===== src/rtl/seven_seg_scheduler.sv =====
// Refresh-strobe generator and frame-source arbiter for a 4-digit multiplexed
// seven-segment display: base value, one-shot held message with blank gap, and per-digit blink.
module seven_seg_scheduler #(
    parameter int unsigned REFRESH_DIV = 100000,
    parameter int unsigned BLINK_TICKS = 250,
    parameter int unsigned HOLD_TICKS  = 2000
) (
    input  logic        clk,
    input  logic        reset_n,
    input  logic [15:0] base_value,
    input  logic        msg_valid,
    input  logic [15:0] msg_value,
    output logic        msg_ready,
    input  logic        blink_en,
    input  logic [3:0]  blink_mask,
    output logic        refresh_tick,
    output logic [15:0] display_value,
    output logic [3:0]  digit_blank,
    output logic        msg_active
);

    localparam int unsigned REF_W  = (REFRESH_DIV > 1) ? $clog2(REFRESH_DIV) : 1;
    localparam int unsigned BLK_W  = (BLINK_TICKS > 1) ? $clog2(BLINK_TICKS) : 1;
    // One extra code point so the counter can hold HOLD_TICKS itself.
    localparam int unsigned HOLD_W = $clog2(HOLD_TICKS + 1);

    localparam logic [REF_W-1:0]  REF_LAST  = REF_W'(REFRESH_DIV - 1);
    localparam logic [BLK_W-1:0]  BLK_LAST  = BLK_W'(BLINK_TICKS - 1);
    localparam logic [HOLD_W-1:0] HOLD_INIT = HOLD_W'(HOLD_TICKS);
    localparam logic [HOLD_W-1:0] HOLD_ONE  = HOLD_W'(1);

    typedef enum logic [1:0] {
        S_IDLE,
        S_SHOW,
        S_GAP
    } state_e;

    logic [REF_W-1:0]  ref_cnt_q, ref_cnt_d;
    logic              tick_q, tick_d;
    logic [BLK_W-1:0]  blink_cnt_q, blink_cnt_d;
    logic              blink_phase_q, blink_phase_d;
    state_e            state_q, state_d;
    logic [HOLD_W-1:0] hold_q, hold_d;
    logic [15:0]       msg_q, msg_d;
    logic [15:0]       disp_q, disp_d;
    logic [3:0]        blank_q, blank_d;

    always_comb begin
        ref_cnt_d = (ref_cnt_q == REF_LAST) ? '0 : ref_cnt_q + 1'b1;
        tick_d    = (ref_cnt_q == REF_LAST);
    end

    always_comb begin
        blink_cnt_d   = blink_cnt_q;
        blink_phase_d = blink_phase_q;
        if (tick_q) begin
            if (blink_cnt_q == BLK_LAST) begin
                blink_cnt_d   = '0;
                blink_phase_d = ~blink_phase_q;
            end else begin
                blink_cnt_d = blink_cnt_q + 1'b1;
            end
        end
    end

    always_comb begin
        state_d = state_q;
        hold_d  = hold_q;
        msg_d   = msg_q;
        unique case (state_q)
            S_IDLE: begin
                if (msg_valid) begin
                    msg_d   = msg_value;
                    hold_d  = HOLD_INIT;
                    state_d = S_SHOW;
                end
            end
            S_SHOW: begin
                if (tick_q) begin
                    if (hold_q == HOLD_ONE) begin
                        state_d = S_GAP;
                    end else begin
                        hold_d = hold_q - 1'b1;
                    end
                end
            end
            S_GAP: begin
                if (tick_q) begin
                    state_d = S_IDLE;
                end
            end
            default: state_d = S_IDLE;
        endcase
    end

    // Frame source follows the state seen at the strobe, so an accept coinciding
    // with a strobe still shows base_value for that period.
    always_comb begin
        disp_d  = disp_q;
        blank_d = blank_q;
        if (tick_q) begin
            unique case (state_q)
                S_IDLE: begin
                    disp_d  = base_value;
                    blank_d = (blink_en && blink_phase_q) ? blink_mask : 4'h0;
                end
                S_SHOW: begin
                    disp_d  = msg_q;
                    blank_d = 4'h0;
                end
                S_GAP: begin
                    blank_d = 4'hF;
                end
                default: begin
                    disp_d  = disp_q;
                    blank_d = blank_q;
                end
            endcase
        end
    end

    always_ff @(posedge clk or negedge reset_n) begin
        if (!reset_n) begin
            ref_cnt_q     <= '0;
            tick_q        <= 1'b0;
            blink_cnt_q   <= '0;
            blink_phase_q <= 1'b0;
            state_q       <= S_IDLE;
            hold_q        <= '0;
            msg_q         <= '0;
            disp_q        <= '0;
            blank_q       <= '1;
        end else begin
            ref_cnt_q     <= ref_cnt_d;
            tick_q        <= tick_d;
            blink_cnt_q   <= blink_cnt_d;
            blink_phase_q <= blink_phase_d;
            state_q       <= state_d;
            hold_q        <= hold_d;
            msg_q         <= msg_d;
            disp_q        <= disp_d;
            blank_q       <= blank_d;
        end
    end

    assign refresh_tick  = tick_q;
    assign display_value = disp_q;
    assign digit_blank   = blank_q;
    assign msg_ready     = (state_q == S_IDLE);
    assign msg_active    = (state_q == S_SHOW);

endmodule


===== config.mk =====
export PLATFORM = sky130hd
export DESIGN_NAME = seven_seg_scheduler
export DESIGN_NICKNAME = d
export VERILOG_FILES = /design/src/rtl/seven_seg_scheduler.sv
export SDC_FILE = /design/constraint.sdc
export NUM_CORES = 1
export LEC_CHECK = 0
export BUFFER_PORTS_ARGS = -buffer_cell sky130_fd_sc_hd__buf_2
export CORE_ASPECT_RATIO = 1.5
export CORE_MARGIN = 2
export CORE_UTILIZATION = 60
export DETAILED_ROUTE_END_ITERATION = 8
export GPL_ROUTABILITY_DRIVEN = 0
export HOLD_SLACK_MARGIN = 0.1
export PLACE_DENSITY = 0.85
export REMOVE_ABC_BUFFERS = 1
export SLEW_MARGIN = 5
export SYNTH_ARGS = -nofsm -noshare
export SYNTH_HDL_FRONTEND = slang
export SYNTH_SLANG_ARGS = --single-unit
export TNS_END_PERCENT = 30

===== constraint.sdc =====
create_clock -name clk -period 5 [get_ports clk]
set_clock_uncertainty 0.15 [all_clocks]
set_input_delay 1 -clock clk [delete_from_list [all_inputs] [get_ports clk]]
set_output_delay 1 -clock clk [all_outputs]
set_load 0.02 [all_outputs]

Word-level counts from Yosys, hierarchy flattened
Index checks and enable logic that the tools add are counted.
W data, S select, Z words.
{"block": "word_totals", "regBits": 76, "in_bits": 40, "elab_cells": 47}
{"block": "op_classes", "n_addsub": 3, "eq_ne": 10, "n_mux": 14, "bitwise_logic": 1, "reduce_logical": 10}
{"operator": "$mux W11", "count": 3}
{"operator": "$pmux W16 S2", "count": 1}
{"operator": "$pmux W11 S2", "count": 1}
{"operator": "$add A17 B1 Y17 const B", "count": 1}
{"operator": "$eq A17 B17 Y1 const B", "count": 1}
{"operator": "$mux W17", "count": 1}
{"operator": "$pmux W4 S3", "count": 1}
{"operator": "$eq A11 B1 Y1 const B", "count": 1}
{"operator": "$sub A11 B1 Y11 const B", "count": 1}
{"operator": "$add A8 B1 Y8 const B", "count": 1}
{"operator": "$eq A8 B8 Y1 const B", "count": 1}
{"operator": "$mux W2", "count": 4}
{"operator": "$mux W8", "count": 1}
{"operator": "$reduce_and A2 Y1", "count": 4}
{"operator": "$reduce_and A4 Y1", "count": 2}
{"operator": "$ne A2 B2 Y1 const B", "count": 3}
{"operator": "$pmux W2 S3", "count": 1}
{"operator": "$mux W4", "count": 1}
{"operator": "$ne A2 B1 Y1 const B", "count": 2}
{"operator": "$reduce_bool A3 Y1", "count": 1}
{"operator": "$eq A2 B1 Y1 const B", "count": 1}
{"operator": "$eq A2 B2 Y1 const B", "count": 1}
{"operator": "$logic_not A2 Y1", "count": 1}
{"operator": "$reduce_bool A2 Y1", "count": 1}
{"operator": "other kinds (2)", "count": 2}

Logic depth before layout (Yosys ltp)
{"block": "depth", "depth_word": 4, "ltp_mapped": 8}

Least setup slack after synthesis
Ideal clock, no wire load.
{"block": "synth_timing", "path_kind": "flip-flop to flip-flop", "startpoint": "reg state_q[1]", "endpoint": "reg hold_q[5]", "setup_time_ns": 0.078, "t_arrival_ns": 2.036, "slack_ns": 2.736, "path_stages_with_launch": 9, "n_path_buf": 2, "path_cell_list": "dfrtp_1 > inv_1 > ha_1 > clkbuf_1 > mux2i_1 > or2_0 > buf_2 > or4_1 > a21oi_1"}
{"block": "synth_via", "elab_chain_len": 3, "elab_cells_between_ends": 8, "cone_classes": "eq/ne: 4; mux: 1; reduce/logical: 3"}
{"item": "start: declaration", "line_no": "42", "rtl": "state_e state_q, state_d;"}
{"item": "start signal: assignment", "line_no": "138", "rtl": "state_q <= state_d;"}
{"item": "$eq A2 B1 Y1 *"}
{"item": "named net msg_active", "line_no": "19", "rtl": "output logic msg_active"}
{"item": "$ne A2 B2 Y1 (no line) (tied with other cells)"}
{"item": "$reduce_and A4 Y1 (no line)"}
{"item": "end signal: assignment", "line_no": "139", "rtl": "hold_q <= hold_d;"}
{"item": "end: declaration", "line_no": "43", "rtl": "logic [HOLD_W-1:0] hold_q, hold_d;"}
The timed path passes the listed nets; every way through them passes the cells marked *.
A chain may end at the register's enable or synchronous reset.

Worst setup path in the final report
{"block": "layout_timing", "startpoint": "reg state_q[1]", "endpoint": "out msg_active"}
{"block": "layout_via", "elab_chain_len": 1}
{"item": "$eq A2 B1 Y1", "line_no": "150", "rtl": "assign msg_active = (state_q == S_SHOW);"}
{"item": "end: declaration", "line_no": "19"}
Every way passes these cells.

==> out/qor.yml <==
run_status:
  outcome: "complete, no violations"
hold_path:
  hold_class: "reg2reg"
  min_path_cells: 1
critical_path:
  path_max_fanout: 26
  start_kind: "flip-flop"
  cp.depth: 4
  cpMaxStageDelayCell: "dfrtp_1"
  cpPeakStageDelay_ns: 0.41
  arrival_ns: 1.64
  worstSetupPathType: "reg2out"
  worstPathRequired_ns: 3.85
  cp_cell_sequence: "inv_1 -> ha_1 -> buf_4 -> buf_2"
  end_kind: "output pin"
  critPathTopFamily: "buffers and inverters"
  reg2reg_depth: 7
  cp_num_buf_inv: 3
power_and_ir_drop:
  ir_worst_vdd_mv: 0.2784
  p_total_mw: 1.824
  power-per-cell-area_mw_per_mm2: 432.6
  leakagePower_nw: 1.945
timing:
  relSlewSlack: 0.2981
  worst_slack_ns: 2.207
  finalSetupTns_ns: 0
  post-route-period-util: 0.5586
  maxSlewViolCount: 0
  setup_violations: 0
  fin_crit_ns: 2.793
  worst_slew_pin_slew_ns: 1.053
  finalHoldViolCount: 0
  fmax_ghz: 0.3581
  rsz0062_at_grt: "no"
clocking:
  clock_latency_ns: 0.35
  postCtsSetupBuffers: 0
  cts_sinks: 76
  ctsHoldBuffers: 0
  cts_root_buf: "clkbuf_8"
  h-tree-depth: 3
  cts_buffers: 9
  clkTransAtPathRegs_ns: 0.08
  cts_resized: 0
  cts_tree: "built"
  clock_tree.buffer_depth: 2
floorplan:
  dieArea_mm2: 0.006667
  dieHeight_um: 99.01
  start_util: 0.6196
  core_area_mm2: 0.005828
  io_pins: 63
  die_w_um: 67.34
  rows: 34
drt:
  drc: 0
  via_per_inst: 5.816
  drtIter0Drc: 171
  drtAntennaViolNets: 0
  postRouteWirelength_mm: 7.533
  dr.pass1.iters: 4
  vias: 2786
  wire_per_inst_um: 15.73
logic_synthesis:
  synth_enable_flop_cells: 0
  async_flop_share: 1.000
  ys.flop_type: "dfrtp_1"
  synthesis.area_mm2: 0.003611
  ys_seq_area_frac: 0.5281
  synth_area_per_cell_um2: 10.72
  synth_cells: 337
  ys_warn_count: 0
  synthDistinctLibCells: 45
  synth_seq_cells: 76
final_layout:
  diodes: 0
  final_common_cell: "dfrtp_1"
  filler_cell_count: 387
  syn_to_final_growth_pct: 16.74
  nNetsFinal: 453
  stdcell_count: 479
  final_cell_mix: "dfrtp_1 (72), buf_2 (62), nand2_1 (37)"
  fin_area_mm2: 0.004215
  drive_above_1_share: 0.2678
global_route:
  grt_pass1_vias: 2873
  antenna_found_initial: 0
  grt_pass1_wl_mm: 12.51
  grt_start_max_net_pins: 40
  grt-ovfl-total: 0
  grt_usage: 0.2506
placed_design:
  post-place-ws_ns: 2.364
  numPortBuffers: 62
  dp_hpwl_mm: 5.380
  place_area_mm2: 0.003989
  placed_cells: 463
job:
  drv_cap: 0
==> path summary, 6_finish.rpt <==
kind                               start                 to  slack [ns]
min reg2reg                blink_phase_q      blink_phase_q        0.32
max reg2reg                   state_q[1]          hold_q[3]        2.48
max                           state_q[1]         msg_active        2.21
min in group asynchronous        reset_n  display_value[14]        0.59
max in group asynchronous        reset_n     digit_blank[2]        3.10
min                        blink_phase_q      blink_phase_q        0.32
==> metal layers <==
layer | vias to the layer above | share of wire | global-route usage | routed length, µm
li1 | 1337 | - | - | -
met1 | 1350 | 0.39 | 0.2765 | 2913
met4 | 0 | 0.033 | 0.1429 | 251
met3 | 21 | 0.047 | 0.05708 | 351
met2 | 78 | 0.53 | 0.4296 | 4016
met5 | - | 0 | 0 | 0
==> kinds of logic after synthesis <==
logic type	share of synthesized area
muxes	0.1088
buffers and inverters	0.02391
adders and majority gates	0.03811
and+or+nand+nor	0.1674
DFF	0.5281
xor gates and xnor gates	0.03881
AOI/OAI and AO/OA	0.09494
==> registers in the layout, indices dropped and copies added (netlist names) <==
signal and flops:
ref_cnt_q 17, hold_q 11, display_value 16, blink_cnt_q 8
msg_q 16, refresh_tick 1, blink_phase_q 1, digit_blank 4
state_q 2
==> area by class of cell <==
type,instances,area (µm²),area share
timing repair buffer,64,325.3,0.07717
sequential,76,1907,0.4524
inverter,12,45.04,0.01069
clock inverter,5,85.08,0.02018
multi-input combinational,239,1622,0.3847
tap,72,90.09,0.02137
clock buffer,11,141.4,0.03354
==> stage by stage <==
step | hold WS, ns | util
6_report | 0.3182 | 0.7233
5_1_grt | 0.3584 | 0.7233
4_1_cts | 0.3256 | 0.7233
3_5_place_dp | 0.3147 | 0.6844
3_3_place_gp | 0.3100 | 0.6844
2_1_floorplan | 0.2915 | -
==> report_power, final <==
part | total (mW) | internal (mW) | switching (mW)
sequential | 0.794 | 0.717 | 0.0768
clock | 0.525 | 0.297 | 0.228
combinational | 0.506 | 0.232 | 0.273
total | 1.82 | 1.25 | 0.578
==> synth_stat cells, drive strengths merged (9+ instances only) <==
library cell	n	area share
inv	12	0.012
a21oi	9	0.012
o21ai	27	0.037
mux2i	19	0.053
ha	11	0.038
nor2	21	0.022
mux2	18	0.056
dfrtp	72	0.50
nand2	37	0.038
xor2	9	0.022
nand3	14	0.019
Power figures use the tool's default switching activity.
